==> config.mk <==
export PLATFORM = sky130hd
export DESIGN_NAME = reg_cmd_bridge
export DESIGN_NICKNAME = d
export VERILOG_FILES = /design/src/rtl/reg_cmd_bridge_pkg.sv /design/src/rtl/reg_cmd_bridge_timeout.sv /design/src/rtl/reg_cmd_bridge.sv
export SDC_FILE = /design/constraint.sdc
export NUM_CORES = 1
export LEC_CHECK = 0
export BUFFER_PORTS_ARGS = -buffer_cell sky130_fd_sc_hd__buf_2
export CORE_MARGIN = 1.5
export CORE_UTILIZATION = 30
export CTS_CLUSTER_DIAMETER = 100
export DETAILED_ROUTE_END_ITERATION = 6
export SLEW_MARGIN = 25
export SYNTH_ARGS = -nofsm -noshare
export SYNTH_HDL_FRONTEND = slang
export SYNTH_SLANG_ARGS = --single-unit
==> constraint.sdc <==
create_clock -name clk -period 1.7 [get_ports clk]
set_input_delay 0.255 -clock clk [delete_from_list [all_inputs] [get_ports clk]]
set_output_delay 0.255 -clock clk [all_outputs]
set_load 0.01 [all_outputs]
==> src/rtl/reg_cmd_bridge_pkg.sv <==
// Shared widths, command codes and FSM state encoding for the register
// command bridge that turns host byte frames into register bus cycles.
package reg_cmd_bridge_pkg;

    localparam int REG_ADDR_W = 14;
    localparam int REG_DATA_W = 16;

    typedef enum logic [1:0] {
        CMD_NONE = 2'b00,
        CMD_WR   = 2'b01,
        CMD_RD   = 2'b10,
        CMD_BAD  = 2'b11
    } cmd_e;

    typedef enum logic [3:0] {
        IDLE      = 4'd0,
        ADDR_LO   = 4'd1,
        DATA_HI   = 4'd2,
        DATA_LO   = 4'd3,
        BUS_WR    = 4'd4,
        BUS_RD    = 4'd5,
        RESP_HI   = 4'd6,
        RESP_LO   = 4'd7,
        RESP_CODE = 4'd8
    } bridge_state_e;

    function automatic logic cmd_is_valid(input logic [1:0] cmd);
        return (cmd == CMD_WR) || (cmd == CMD_RD);
    endfunction

endpackage

==> src/rtl/reg_cmd_bridge_timeout.sv <==
// Inter-byte idle counter; expire flags the cycle in which the idle count
// would reach TIMEOUT_CYCLES. TIMEOUT_CYCLES = 0 disables it.
module reg_cmd_bridge_timeout #(
    parameter int TIMEOUT_CYCLES = 1024
) (
    input  logic clk,
    input  logic rst,
    input  logic clear,
    input  logic run,
    output logic expire
);

    localparam int CNT_W = (TIMEOUT_CYCLES > 0) ? $clog2(TIMEOUT_CYCLES + 1) : 1;
    localparam logic [CNT_W-1:0] CNT_MAX  = CNT_W'(TIMEOUT_CYCLES);
    localparam logic [CNT_W-1:0] CNT_LAST = (TIMEOUT_CYCLES > 0) ? CNT_W'(TIMEOUT_CYCLES - 1) : CNT_W'(0);

    logic [CNT_W-1:0] count_r;

    // Saturating idle-cycle counter
    always_ff @(posedge clk) begin
        if (rst) begin
            count_r <= CNT_W'(0);
        end else if (clear) begin
            count_r <= CNT_W'(0);
        end else if (run && (count_r != CNT_MAX)) begin
            count_r <= count_r + CNT_W'(1);
        end
    end

    // Expiry decode; the caller gives an accepted byte priority over it
    always_comb begin
        expire = 1'b0;
        if (TIMEOUT_CYCLES > 0) begin
            expire = run && (count_r == CNT_LAST);
        end else begin
            expire = 1'b0;
        end
    end

endmodule

==> src/rtl/reg_cmd_bridge.sv <==
// Host byte-frame decoder driving single-cycle register bus strobes and
// returning read data, ACK or NAK bytes on the response stream.
module reg_cmd_bridge
    import reg_cmd_bridge_pkg::*;
#(
    parameter int         TIMEOUT_CYCLES = 1024,
    parameter logic [7:0] ACK_BYTE       = 8'h5A,
    parameter logic [7:0] NAK_BYTE       = 8'hEE
) (
    input  logic                  clk,
    input  logic                  rst,
    input  logic [7:0]            rx_data,
    input  logic                  rx_valid,
    output logic                  rx_ready,
    output logic [7:0]            tx_data,
    output logic                  tx_valid,
    input  logic                  tx_ready,
    output logic                  wr_en,
    output logic                  rd_en,
    output logic [REG_ADDR_W-1:0] addr,
    output logic [REG_DATA_W-1:0] write_data,
    input  logic [REG_DATA_W-1:0] read_data,
    output logic                  busy,
    output logic                  err_pulse
);

    bridge_state_e state_r;
    logic          is_wr_r;
    logic [5:0]    addr_hi_r;
    logic [7:0]    addr_lo_r;
    logic [7:0]    data_hi_r;
    logic [7:0]    resp_lo_r;
    logic          rx_fire_s;
    logic          tx_fire_s;
    logic          to_run_s;
    logic          to_clear_s;
    logic          to_expire_s;

    // Handshake and timeout control decoded from the current state
    always_comb begin
        rx_fire_s  = rx_valid && rx_ready;
        tx_fire_s  = tx_valid && tx_ready;
        to_run_s   = (state_r == ADDR_LO) || (state_r == DATA_HI) || (state_r == DATA_LO);
        to_clear_s = rx_fire_s || (state_r == IDLE);
    end

    reg_cmd_bridge_timeout #(
        .TIMEOUT_CYCLES (TIMEOUT_CYCLES)
    ) u_timeout (
        .clk    (clk),
        .rst    (rst),
        .clear  (to_clear_s),
        .run    (to_run_s),
        .expire (to_expire_s)
    );

    // Frame FSM; every output is set on the transition into the state it belongs to
    always_ff @(posedge clk) begin
        if (rst) begin
            state_r    <= IDLE;
            is_wr_r    <= 1'b0;
            addr_hi_r  <= 6'd0;
            addr_lo_r  <= 8'd0;
            data_hi_r  <= 8'd0;
            resp_lo_r  <= 8'd0;
            rx_ready   <= 1'b0;
            tx_data    <= 8'd0;
            tx_valid   <= 1'b0;
            wr_en      <= 1'b0;
            rd_en      <= 1'b0;
            addr       <= 14'd0;
            write_data <= 16'd0;
            busy       <= 1'b0;
            err_pulse  <= 1'b0;
        end else begin
            wr_en     <= 1'b0;
            rd_en     <= 1'b0;
            err_pulse <= 1'b0;
            case (state_r)
                IDLE: begin
                    if (rx_fire_s && cmd_is_valid(rx_data[7:6])) begin
                        is_wr_r   <= (rx_data[7:6] == CMD_WR);
                        addr_hi_r <= rx_data[5:0];
                        busy      <= 1'b1;
                        state_r   <= ADDR_LO;
                    end else if (rx_fire_s) begin
                        tx_data   <= NAK_BYTE;
                        tx_valid  <= 1'b1;
                        rx_ready  <= 1'b0;
                        busy      <= 1'b1;
                        err_pulse <= 1'b1;
                        state_r   <= RESP_CODE;
                    end else begin
                        rx_ready  <= 1'b1;
                    end
                end
                ADDR_LO: begin
                    if (rx_fire_s && is_wr_r) begin
                        addr_lo_r <= rx_data;
                        state_r   <= DATA_HI;
                    end else if (rx_fire_s) begin
                        addr      <= {addr_hi_r, rx_data};
                        rd_en     <= 1'b1;
                        rx_ready  <= 1'b0;
                        state_r   <= BUS_RD;
                    end else if (to_expire_s) begin
                        err_pulse <= 1'b1;
                        busy      <= 1'b0;
                        state_r   <= IDLE;
                    end
                end
                DATA_HI: begin
                    if (rx_fire_s) begin
                        data_hi_r <= rx_data;
                        state_r   <= DATA_LO;
                    end else if (to_expire_s) begin
                        err_pulse <= 1'b1;
                        busy      <= 1'b0;
                        state_r   <= IDLE;
                    end
                end
                DATA_LO: begin
                    if (rx_fire_s) begin
                        addr       <= {addr_hi_r, addr_lo_r};
                        write_data <= {data_hi_r, rx_data};
                        wr_en      <= 1'b1;
                        rx_ready   <= 1'b0;
                        state_r    <= BUS_WR;
                    end else if (to_expire_s) begin
                        err_pulse  <= 1'b1;
                        busy       <= 1'b0;
                        state_r    <= IDLE;
                    end
                end
                BUS_WR: begin
                    tx_data  <= ACK_BYTE;
                    tx_valid <= 1'b1;
                    state_r  <= RESP_CODE;
                end
                BUS_RD: begin
                    tx_data   <= read_data[15:8];
                    resp_lo_r <= read_data[7:0];
                    tx_valid  <= 1'b1;
                    state_r   <= RESP_HI;
                end
                RESP_HI: begin
                    if (tx_fire_s) begin
                        tx_data <= resp_lo_r;
                        state_r <= RESP_LO;
                    end
                end
                RESP_LO, RESP_CODE: begin
                    if (tx_fire_s) begin
                        tx_valid <= 1'b0;
                        busy     <= 1'b0;
                        rx_ready <= 1'b1;
                        state_r  <= IDLE;
                    end
                end
                default: begin
                    tx_valid <= 1'b0;
                    rx_ready <= 1'b0;
                    busy     <= 1'b0;
                    state_r  <= IDLE;
                end
            endcase
        end
    end

endmodule

[Word level (Yosys, flattened, before mapping)]
Index checks and enable logic that the tools add are counted.
Storage, ports and cells
  register bits after elaboration: 90
  bits in latches: 0
  bits in writable memories: 0
  bits in read-only memories: 0
  input port bits: 28
  output and inout bits: 44
  word-level logic and storage cells: 113
  memories: 0
Cells by class
  add/sub/neg operators: 1
  $mul: 0
  div/mod/pow operators: 0
  magnitude comparators: 0
  equal/unequal tests: 20
  shift operators: 0
  mux-type cells: 39
  bitwise gates (word level): 5
  reductions and logical operators: 32
Operator list (number)
  $mux 14: 3
  $mux 4: 9
  $pmux 4 s8: 1
  $pmux 8 s4: 1
  $pmux 14 s2: 1
  $mux 8: 3
  $reduce_and 4->1: 5
  $mux 1: 17
  $eq 4x3->1 const B: 4
  $ne 2x2->1 const B: 7
  $add 11x1->11 const B: 1
  $eq 11x10->1 const B: 1
  $ne 11x11->1 const B: 1
  $pmux 1 s5: 2
  $reduce_or 2->1: 5
  $eq 4x2->1 const B: 2
  $reduce_and 2->1: 4
  $reduce_or 4->1: 2
  $logic_and 1x1->1: 6
  $reduce_or 3->1: 2
  $not 1->1: 5
  $eq 4x1->1 const B: 1
  $eq 4x4->1 const B: 1
  $logic_not 4->1: 1
  other kinds (9): 12

[Depth between registers and ports, before layout]
  depth after elaboration: 8
  depth in mapped cells: 7
  depth with buffers taken out: 6

[Hierarchy]
Synthesis repeated with hierarchy kept, for this count alone.
Second synthesis, totals
  cells, all modules: 450
  area, all modules: 4031.4 µm²
By module, submodules not included
  reg_cmd_bridge: instances 1, cells each 388, area each 3497.1 µm², sequential area each 1581.5 µm²
  reg_cmd_bridge_timeout: instances 1, cells each 62, area each 534.3 µm², sequential area each 220.2 µm²

[Worst setup path before layout]
Ideal clock, no wire load.
  path type: flip-flop to flip-flop
  start: register u_timeout.count_r[0]
  end: register busy
  setup time: 121 ps
  data arrival time: 1660 ps
  data required time: 1579 ps
  path slack: -81 ps
  stages on the path, launching flop included: 6
  buffers on the path: 0
  clock period less this slack: 1781 ps
  cells stage by stage: dfxtp_1 -> ha_1 -> nand4b_1 -> or4_1 -> a211oi_1 -> mux2_2
On the way
  longest elaborated chain between the ends: 6
RTL lines
  start: declaration: RTL line reg_cmd_bridge_timeout.sv:17  | logic [CNT_W-1:0] count_r;
  start signal: assignment: RTL line reg_cmd_bridge_timeout.sv:26  | count_r <= count_r + CNT_W'(1);
  $eq 11x10->1 *: RTL line reg_cmd_bridge_timeout.sv:34  | expire = run && (count_r == CNT_LAST);
  $logic_and 1x1->1 *: RTL line reg_cmd_bridge_timeout.sv:34
  $mux 1 * (2 in a row)
  $mux 1
  $pmux 1 s5 *
  end signal: assignment: RTL line reg_cmd_bridge.sv:73  | busy <= 1'b0;
  end signal: assignment: RTL line reg_cmd_bridge.sv:84  | busy <= 1'b1;
  end signal: assignment: RTL line reg_cmd_bridge.sv:90  | busy <= 1'b1;
  end: declaration: RTL line reg_cmd_bridge.sv:23  | output logic busy,
Every way passes the cells marked *; elsewhere a longest branch is shown, timed or not. The select of a mux whose other input is x is not followed.
A chain may end at the register's enable or synchronous reset.

[Worst setup path after layout]
  start: register state_r[2]
  end: register u_timeout.count_r[7]
On the way
  longest elaborated chain between the ends: 4
  elaborated cells between the ends (all ways): 9
  classes of those cells: 3 x eq/ne; 6 x reduce/logical
RTL lines
  start: declaration: RTL line reg_cmd_bridge.sv:27  | bridge_state_e state_r;
  start signal: assignment: RTL line reg_cmd_bridge.sv:60  | state_r <= IDLE;
  start signal: assignment: RTL line reg_cmd_bridge.sv:85  | state_r <= ADDR_LO;
  start signal: assignment: RTL line reg_cmd_bridge.sv:92  | state_r <= RESP_CODE;
  $eq 4x1->1 or $eq 4x2->1 (tied branches): RTL line reg_cmd_bridge.sv:43  | to_run_s = (state_r == ADDR_LO) || (state_r == DATA_HI) || (state_r == DATA_LO);
  $logic_or 1x1->1 (2 in a row): RTL line reg_cmd_bridge.sv:43
  $logic_and 1x1->1: RTL line reg_cmd_bridge_timeout.sv:25  | end else if (run && (count_r != CNT_MAX)) begin
Parallel ways exist; a longest one is shown, timed or not.

==> flow_summary_export.csv <==
group,metric,value,unit
floorplan,ioPinCount,72,
final_layout,fin_nets,614,
timing,fmax,589,MHz
power_and_ir_drop,p_comb_frac,0.107,
yosys,syn_inst,447,
worst_setup_path,worstPathMaxFanout,4,
grt,grt_pass1_wl,18200,µm
status,outcome,"completed",
timing,slew_headroom,0.670,
routing,postRouteAntennaNets,0,
cts,tritoncts,"built",
power_and_ir_drop,power,0.00447,W
yosys,syn-cell-area,4060,µm²
power_and_ir_drop,p_sw_frac,0.246,
worst_setup_path,cp-start-kind,"register",
routing,drc,0,
timing,finClkSkew,0.0105,ns
grt,grt_max_degree,61,
power_and_ir_drop,peakVddDrop,0.419,mV
timing,slew_viol_final,0,
power_and_ir_drop,p_per_area,799,nW/µm²
cts,h-tree-depth,3,
cts,clk_latency,0.34,ns
grt,grt_pass1_vias,3690,
min_path,hold_class,"in2reg",
final_layout,fin_util,0.422,
place,gp_congestion,0.831,
grt,antenna_found_initial,0,
timing,period_share,0.998,
worst_setup_path,critPathRequiredTime,1.96,ns
place,dp_hpwl,7910,µm
routing,wl_per_cell,14.4,µm
worst_setup_path,crit_type,"reg2reg",
routing,viasPerCell,4.82,
yosys,synth_edf_count,0,
timing,fin_crit,1.70,ns
floorplan,fp.dieW,119,µm
routing,firstDrtPassIters,4,
power_and_ir_drop,p_int,0.00337,W
yosys,yosys_warnings,0,
cts,clk_pin_slew,0.07,ns
place,placement.io_buffers,71,
routing,vias,3680,
routing,drtIter0Drc,154,
timing,whs,0.154,ns
floorplan,die_h,119,µm
worst_setup_path,worstPathArrival,1.96,ns
cts,cts_buffers,9,
timing,finalWorstSetupSlack,0.00314,ns
worst_setup_path,crit_path_end_kind,"register",
timing,setup_viol,0,
power_and_ir_drop,p_clk_frac,0.407,
timing,rsz0062_at_grt,"yes",
place,pre_cts_ws,-0.102,ns
yosys,synth_nets,478,
final_layout,synthToLayoutAreaGrowth,37.7,%
cts,hold_buffers,0,
yosys,synth.avg_cell_area,9.08,µm²
timing,worst_slew_pin_slew,0.490,ns
yosys,synth_cell_type_count,59,
yosys,ys_ff_latch,90,
yosys,yosysSeqAreaShare,0.444,
run,drv_cap,0,
routing,routed_wl,11000,µm
cts,root_buffer,"clkbuf_16",
floorplan,die_area,14200,µm²
power_and_ir_drop,p_leak,2.27,nW
final_layout,drive_gt1_frac,0.368,
timing,hold_violations,0,
final_layout,fillers,1334,
grt,grt-ovfl-total,0,
cts,ctsLongestPathBuffers,2,
yosys,synthFlopType,"dfxtp_1",
floorplan,coreArea,13200,µm²
final_layout,diodes,0,
power_and_ir_drop,pwr-share-seq,0.486,
grt,grt_util_all_layers,0.159,
floorplan,initial_core_util,0.307,
floorplan,rows,42,
yosys,ys_async_sr_fraction,0,
power_and_ir_drop,p_switching,0.00110,W
cts,cts_sinks,90,
==> area by class of cell <==
class | instances | area [µm²] | share of cell area
inverter | 10 | 37.5 | 0.00672
clock inverter | 5 | 38.8 | 0.00694
tap | 176 | 220 | 0.0394
clock buffer | 10 | 229 | 0.0410
timing repair buffer | 151 | 1060 | 0.191
multi-input combinational | 321 | 2180 | 0.390
sequential | 90 | 1820 | 0.325
==> cells in the mapped netlist (all sizes together), types with 2 or more instances <==
| cell type | count | area [µm²] |
|---|---|---|
| a21o | 3 | 22.5 |
| mux2i | 46 | 460 |
| a2111oi | 2 | 36.3 |
| nand2b | 5 | 31.3 |
| or3 | 7 | 43.8 |
| xor2 | 2 | 17.5 |
| dfxtp | 90 | 1800 |
| or2 | 4 | 25.0 |
| nor2 | 59 | 229 |
| o21ai | 19 | 98.8 |
| nor4 | 5 | 61.3 |
| or4 | 3 | 26.3 |
| nand3 | 11 | 55.1 |
| buf | 10 | 67.6 |
| nand4 | 3 | 18.8 |
| xnor2 | 2 | 17.5 |
| nor3 | 5 | 25.0 |
| nor2b | 12 | 75.1 |
| and2 | 3 | 18.8 |
| a21oi | 40 | 200 |
| a211o | 2 | 17.5 |
| nand2 | 41 | 156 |
| nand3b | 2 | 15.0 |
| mux2 | 8 | 90.1 |
| ha | 3 | 37.5 |
| inv | 10 | 37.5 |
| and3 | 2 | 12.5 |
| o22ai | 3 | 18.8 |
| a211oi | 11 | 123 |
| clkbuf | 16 | 60.1 |
==> cell usage in the layout (no fill, tap or decap), types with 10 or more instances in the layout <==
cell type / instances
nand3_1: 11
nor2_1: 56
a21oi_1: 38
nor2b_1: 12
nand2_1: 40
inv_1: 10
mux2i_1: 44
buf_2: 71
clkbuf_16: 11
dfxtp_1: 80
buf_4: 70
o21ai_0: 14
==> kinds of logic (layout without fill, tap and decap cells) <==
logic type	Yosys count	in the layout	share of synthesized area
muxes	54	54	0.136
and+or+nand+nor	166	166	0.205
AOI/OAI and AO/OA	94	94	0.157
DFF	90	90	0.444
adders and majority gates	3	3	0.00925
buffers and inverters	36	176	0.0407
xor gates and xnor gates	4	4	0.00863
==> stage by stage <==
step	TNS (ns)	std cells	cell area, µm²
after floorplan	-0.00140	447	4070
after detailed placement	-1.70	739	5110
after CTS	0	760	5490
after global placement	-1.30	739	5110
after global routing	-0.336	763	5590
final	0	763	5590
==> critical path, cell delays in order (launching register included) <==
cell	delay, ns
dfxtp_4	0.35
or2_4	0.28
or4_4	0.55
or3_1	0.32
a21oi_1	0.12
==> state kept, by name (all words and copies together) (netlist names) <==
register           flops
tx_valid               1
wr_en                  1
resp_lo_r              8
rx_ready               1
rd_en                  1
err_pulse              1
addr                  14
tx_data                8
is_wr_r                1
u_timeout.count_r     11
write_data            16
busy                   1
addr_lo_r              8
state_r                4
data_hi_r              8
addr_hi_r              6
==> routing by layer <==
| metal | routed length, µm | track usage | vias to the layer above | part of all wire |
|---|---|---|---|---|
| li1 | - | - | 1851 | - |
| met1 | 5010 | 0.200 | 1752 | 0.45 |
| met2 | 5420 | 0.266 | 66 | 0.49 |
| met3 | 456 | 0.0350 | 11 | 0.041 |
| met4 | 131 | 0.0610 | 0 | 0.012 |
| met5 | 0 | 0 | - | 0 |
==> path summary, 6_finish.rpt <==
kind / from / cells after the start / slack (ns) / end
worst max register to register: state_r[2] / 4 / 0.003 / u_timeout.count_r[7]
worst max-delay path: state_r[2] / 4 / 0.003 / u_timeout.count_r[7]
worst min-delay path: read_data[6] / 3 / 0.15 / resp_lo_r[6]
worst min register to register: data_hi_r[3] / 2 / 0.45 / write_data[11]
==> power groups by stage <==
stage          combinational (W)  clock (W)  sequential [W]
2_1_floorplan           0.000221          0         0.00223
3_3_place_gp            0.000454          0         0.00222
3_5_place_dp            0.000456          0         0.00222
4_1_cts                 0.000467    0.00187         0.00217
5_1_grt                 0.000521    0.00198         0.00217
6_report                0.000479    0.00182         0.00217
==> what timing repair did <==
action / CTS / global route
setup endpoints to repair: 50 / 39
resized for setup: 12 / 20
pin swaps: 4 / 4
cloned: 1 / 1
setup buffers: 5 / 2
Note: power is estimated with default switching activity, not from simulation.
